[src/rtl/config_arbiter_pkg.sv]
// Shared types and constants for the configuration port arbiter.
package config_arbiter_pkg;

  typedef enum logic [1:0] {
    IDLE,
    ACTIVE,
    RELEASE
  } arb_state_e;

  localparam int unsigned SRC_UART = 0;
  localparam int unsigned SRC_USB  = 1;
  localparam int unsigned SRC_SPI  = 2;

  // 100 ms at 12.5 MHz.
  localparam int unsigned DEFAULT_TIMEOUT_CYCLES = 1250000;

  function automatic int unsigned onehot_to_idx(input logic [31:0] onehot);
    int unsigned idx;
    idx = 0;
    for (int unsigned i = 0; i < 32; i++) begin
      if (onehot[i]) idx = i;
    end
    return idx;
  endfunction

endpackage

[src/rtl/rr_arbiter.sv]
// Combinational round-robin pick: the first requester found after the previous
// owner, wrapping around, receives a one-hot grant.
module rr_arbiter #(
  parameter int unsigned NUM_REQ = 3
) (
  input  logic [NUM_REQ-1:0] req,
  input  logic [NUM_REQ-1:0] last,
  output logic [NUM_REQ-1:0] grant
);

  localparam int unsigned IdxW = (NUM_REQ > 1) ? $clog2(NUM_REQ) : 1;

  logic [IdxW-1:0] last_idx;
  logic [IdxW-1:0] cand;
  logic            found;

  always_comb begin
    last_idx = '0;
    for (int unsigned i = 0; i < NUM_REQ; i++) begin
      if (last[i]) last_idx = IdxW'(i);
    end
    grant = '0;
    found = 1'b0;
    cand  = '0;
    for (int unsigned k = 1; k <= NUM_REQ; k++) begin
      cand = IdxW'((32'(last_idx) + k) % NUM_REQ);
      if (!found && req[cand]) begin
        grant[cand] = 1'b1;
        found       = 1'b1;
      end
    end
  end

endmodule

[src/rtl/config_port_arbiter.sv]
// Grants the configuration word port to one bitstream source per session and
// forwards its words through a one-deep output register.
module config_port_arbiter
  import config_arbiter_pkg::*;
#(
  parameter int unsigned NUM_REQ        = 3,
  parameter int unsigned DATA_WIDTH     = 32,
  parameter int unsigned TIMEOUT_CYCLES = DEFAULT_TIMEOUT_CYCLES
) (
  input  logic                          clk_system_i,
  input  logic                          reset_i,
  input  logic [NUM_REQ-1:0]            req_i,
  input  logic [NUM_REQ-1:0]            done_i,
  input  logic [NUM_REQ-1:0]            valid_i,
  input  logic [NUM_REQ*DATA_WIDTH-1:0] data_i,
  output logic [NUM_REQ-1:0]            ready_o,
  output logic [NUM_REQ-1:0]            grant_o,
  output logic                          cfg_valid_o,
  output logic [DATA_WIDTH-1:0]         cfg_data_o,
  input  logic                          cfg_ready_i,
  output logic                          busy_o,
  output logic                          timeout_o
);

  localparam int unsigned IdxW = (NUM_REQ > 1) ? $clog2(NUM_REQ) : 1;
  localparam int unsigned CntW = $clog2(TIMEOUT_CYCLES);
  localparam logic [CntW-1:0] CntMax  = CntW'(TIMEOUT_CYCLES - 1);
  localparam logic [CntW-1:0] CntFire = CntW'(TIMEOUT_CYCLES - 2);
  localparam logic [NUM_REQ-1:0] LastRst = NUM_REQ'(1) << (NUM_REQ - 1);

  arb_state_e              state_q, state_d;
  logic [NUM_REQ-1:0]      grant_q, grant_d;
  logic [NUM_REQ-1:0]      last_q, last_d;
  logic [IdxW-1:0]         owner_q, owner_d;
  logic [CntW-1:0]         cnt_q, cnt_d;
  logic                    cfg_valid_q, cfg_valid_d;
  logic [DATA_WIDTH-1:0]   cfg_data_q, cfg_data_d;
  logic                    timeout_q, timeout_d;
  logic                    busy_q, busy_d;

  logic [NUM_REQ-1:0]      pick;
  logic                    out_free;
  logic                    accept;
  logic [DATA_WIDTH-1:0]   owner_data;

  rr_arbiter #(
    .NUM_REQ(NUM_REQ)
  ) u_rr_arbiter (
    .req  (req_i),
    .last (last_q),
    .grant(pick)
  );

  assign out_free   = !cfg_valid_q || cfg_ready_i;
  assign accept     = (state_q == ACTIVE) && valid_i[owner_q] && out_free;
  assign owner_data = data_i[owner_q*DATA_WIDTH +: DATA_WIDTH];
  assign ready_o    = (state_q == ACTIVE) ? (grant_q & {NUM_REQ{out_free}}) : '0;

  always_comb begin
    state_d     = state_q;
    grant_d     = grant_q;
    last_d      = last_q;
    owner_d     = owner_q;
    cnt_d       = cnt_q;
    cfg_valid_d = cfg_valid_q;
    cfg_data_d  = cfg_data_q;
    timeout_d   = 1'b0;

    if (cfg_ready_i) cfg_valid_d = 1'b0;
    if (accept) begin
      cfg_valid_d = 1'b1;
      cfg_data_d  = owner_data;
    end

    unique case (state_q)
      IDLE: begin
        if (|req_i) begin
          state_d = ACTIVE;
          grant_d = pick;
          last_d  = pick;
          owner_d = IdxW'(onehot_to_idx(32'(pick)));
          cnt_d   = '0;
        end
      end
      ACTIVE: begin
        if (accept) begin
          cnt_d = '0;
        end else if (cnt_q != CntMax) begin
          cnt_d = cnt_q + 1'b1;
        end
        // A done pulse takes priority over a coincident timeout.
        if (done_i[owner_q]) begin
          state_d = RELEASE;
        end else if (!accept && cnt_q == CntFire) begin
          state_d   = RELEASE;
          timeout_d = 1'b1;
        end
      end
      RELEASE: begin
        if (!cfg_valid_q) begin
          state_d = IDLE;
          grant_d = '0;
        end
      end
      default: begin
        state_d = IDLE;
        grant_d = '0;
      end
    endcase

    busy_d = (state_d != IDLE);
  end

  always_ff @(posedge clk_system_i or posedge reset_i) begin
    if (reset_i) begin
      state_q     <= IDLE;
      grant_q     <= '0;
      last_q      <= LastRst;
      owner_q     <= '0;
      cnt_q       <= '0;
      cfg_valid_q <= 1'b0;
      cfg_data_q  <= '0;
      timeout_q   <= 1'b0;
      busy_q      <= 1'b0;
    end else begin
      state_q     <= state_d;
      grant_q     <= grant_d;
      last_q      <= last_d;
      owner_q     <= owner_d;
      cnt_q       <= cnt_d;
      cfg_valid_q <= cfg_valid_d;
      cfg_data_q  <= cfg_data_d;
      timeout_q   <= timeout_d;
      busy_q      <= busy_d;
    end
  end

  assign grant_o     = grant_q;
  assign cfg_valid_o = cfg_valid_q;
  assign cfg_data_o  = cfg_data_q;
  assign timeout_o   = timeout_q;
  assign busy_o      = busy_q;

endmodule
[config.mk]
export PLATFORM = sky130hd
export DESIGN_NAME = config_port_arbiter
export DESIGN_NICKNAME = d
export VERILOG_FILES = /design/src/rtl/config_arbiter_pkg.sv /design/src/rtl/rr_arbiter.sv /design/src/rtl/config_port_arbiter.sv
export SDC_FILE = /design/constraint.sdc
export NUM_CORES = 1
export LEC_CHECK = 0
export CAP_MARGIN = 20
export CORE_MARGIN = 1
export CORE_UTILIZATION = 25
export CTS_CLUSTER_DIAMETER = 100
export DETAILED_ROUTE_END_ITERATION = 8
export GPL_ROUTABILITY_DRIVEN = 1
export GPL_TIMING_DRIVEN = 0
export PLACE_DENSITY = 0.53
export SETUP_SLACK_MARGIN = 0.4
export SLEW_MARGIN = 25
export SYNTH_ARGS = -nofsm -noshare
export SYNTH_HDL_FRONTEND = slang
export SYNTH_HIERARCHICAL = 1
export SYNTH_SLANG_ARGS = --single-unit
[constraint.sdc]
create_clock -name clk_system_i -period 2.55 [get_ports clk_system_i]
set_input_delay 0.765 -clock clk_system_i [delete_from_list [all_inputs] [get_ports clk_system_i]]
set_output_delay 0.765 -clock clk_system_i [all_outputs]
set_load 0.03 [all_outputs]
==> reports/qor.csv <==
stage,metric,value,unit
run_status,run_status,finished clean,
place,dp_slack,-676.5,ps
cts,cts_sinks,65,
cts,holdBufCountCts,0,
routing,drt-pass1-iter-count,4,
routing,avgRoutedWirePerCell,14.94,um
power,peakVddDrop,351.0,uV
worst_setup_path,crit_family,buffers and inverters,
timing,whs,475.2,ps
timing,setup_viol,0,
grt,grt_util_all_layers,15.23,%
cts,cts_tree,built,
grt,grt_overflow,0,
routing,wirelength,11.52,mm
routing,vias,3637,
cts,cts_root_buffer,clkbuf_16,
routing,ant_nets,0,
worst_setup_path,crit_top_cell,buf_6,
timing,clock-skew-final,7.568,ps
final_layout,antenna_cells,0,
worst_hold_path,min_path_type,reg -> reg,
cts,path_clk_slew,60,ps
floorplanning,fp-row-count,43,
floorplanning,die_x,122.0,um
worst_setup_path,path_buf_inv,3,
timing,fin_setup_tns,0,ps
yosys,postSynthCellCount,417,
run,drv_cap,0,
worst_setup_path,cp_max_fo,4,
worst_setup_path,crit_type,in -> out,
timing,fin_crit,2169,ps
timing,hold_violations,0,
cts,clkLatencyLatePin,330,ps
place,io_buffers,148,
worst_setup_path,arrival,1400,ps
yosys,synthesis.area,3601,um^2
worst_setup_path,cp-start-kind,primary input,
grt,grt_pass1_wl,17.39,mm
cts,cts_buffers,9,
final_layout,nets,696,
final_layout,layout-drive-gt1-share,11.34,%
worst_setup_path,critPathCaptureType,output port,
yosys,ys_warn_count,6,
power,p_leak,0.002627,uW
final_layout,area_growth,63.10,%
floorplanning,die-area,14890,um^2
timing,tightest_slew,801.7,ps
cts,max-clock-path-buffers,2,
routing,via_per_inst,4.717,
cts,cts_max_level,3,
grt,grt_pass1_vias,3444,
timing,relSlewSlack,46.14,%
power,p_per_area,992.4,nW/um^2
place,gp_congestion,0.7823,
worst_setup_path,cpPeakStageDelay,170,ps
worst_setup_path,crit_chain,"buf_6, nand2b_4, buf_8, and3_4, buf_6",
grt,grt_max_degree,28,
final_layout,fillerInstances,1365,
yosys,syn_avg_cell_area,8.635,um^2
yosys,syn_nets,527,
timing,finalCritPeriodShare,85.04,%
timing,fmax,0.4611,GHz
grt,antenna_found_initial,0,
floorplanning,start_util,25.74,%
timing,slew_viol_final,0,
floorplanning,dieHeight,122.0,um
timing,rsz0062_at_grt,yes,
place,place_hpwl,8.792,mm
worst_setup_path,crit_required,1790,ps
routing,drt_iter0_drc,199,
floorplanning,design.core.area,13990,um^2
floorplanning,ios,149,
timing,setup_ws,381.5,ps
worst_setup_path,cpMaxStageDelayCell,and3_4,
routing,drc,0,
worst reg2reg max path: cells and delay by family, from the launching register on:
kind	cells	cell delay [ps]
and+or+nand+nor	3	1050
DFF	1	400
AOI/OAI and AO/OA	2	280
buffers and inverters	1	180
registers in the layout (all words and copies together), names as in the netlist:
register and flops:
timeout_o 1, grant_o 3, last_q 2, state_q 2, owner_q 2, cfg_data_o 32
busy_o 1, cnt_q 21, cfg_valid_o 1
path summary, 6_finish.rpt:
check / slack [ps] / to / depth (start not counted) / from
worst max-delay path: 380 / ready_o[2] / 5 / cfg_ready_i
worst min-delay path: 480 / cfg_data_o[6]$_DFFE_PP0P_ / 2 / cfg_data_o[6]$_DFFE_PP0P_
worst max register to register: 560 / state_q[1]$_DFF_PP0_ / 6 / cnt_q[11]$_DFFE_PP0P_
worst min register to register: 480 / cfg_data_o[6]$_DFFE_PP0P_ / 2 / cfg_data_o[6]$_DFFE_PP0P_
max in group asynchronous: 1000 / last_q[2]$_DFFE_PP1P_ / 4 / reset_i
min in group asynchronous: 810 / cnt_q[4]$_DFFE_PP0P_ / 2 / reset_i
where the power goes:
| part | total, uW | switching, uW | leakage, uW | internal (uW) |
|---|---|---|---|---|
| Sequential | 1550 | 193 | 0.000847 | 1360 |
| Combinational | 3080 | 1830 | 0.00163 | 1250 |
| Clock | 1190 | 441 | 0.000146 | 751 |
cell usage in the layout (no fill, tap or decap), drive strengths merged, types with 3 or more instances in the layout:
cell	count
clkdlybuf4s50	122
dfrtp	64
nand2	62
a21oi	46
nor2	45
o21ai	40
mux2i	35
clkbuf	26
buf	22
dlymetal6s2s	15
nand3	14
inv	9
nor3	7
and3	7
nor2b	6
or4	5
a22o	5
clkinv	5
a21o	5
or3	4
a31oi	4
dlygate4sd2	4
o31ai	3
xnor2	3
xor2	3
o2bb2ai	3
nand2b	3
stage by stage:
stage / std cells / instance area (um^2) / utilization, % / power [uW]
after floorplan: 417 / 3608 / - / 3322
after global placement: 745 / 5315 / 38.00 / 4473
after detailed placement: 747 / 5363 / 38.34 / 4525
after CTS: 768 / 5763 / 41.20 / 5842
after global routing: 771 / 5873 / 41.99 / 6220
final: 771 / 5873 / 41.99 / 5828
timing repair:
item	CTS	global route
resized for setup	55	35
buffers inserted	5	3
endpoints found under the setup margin	61	66
pin swaps	1	4
per-layer routing:
layer	GRT usage (%)	up-vias	part of all wire (%)
li1	-	1818	-
met1	19.23	1703	46
met2	25.78	105	46
met3	2.903	11	6.6
met4	5.324	0	1.2
met5	0	-	0
area by class of cell:
| cell class | count | area [um^2] | area share (%) |
|---|---|---|---|
| timing repair buffer | 158 | 1617 | 27.52 |
| clock buffer | 10 | 229.0 | 3.899 |
| inverter | 10 | 41.29 | 0.7030 |
| clock inverter | 6 | 58.81 | 1.001 |
| buffer | 22 | 118.9 | 2.024 |
| tap | 180 | 225.2 | 3.835 |
| sequential | 65 | 1628 | 27.72 |
| multi-input combinational | 320 | 1956 | 33.30 |
No activity file was read; power rests on OpenSTA's default activity.
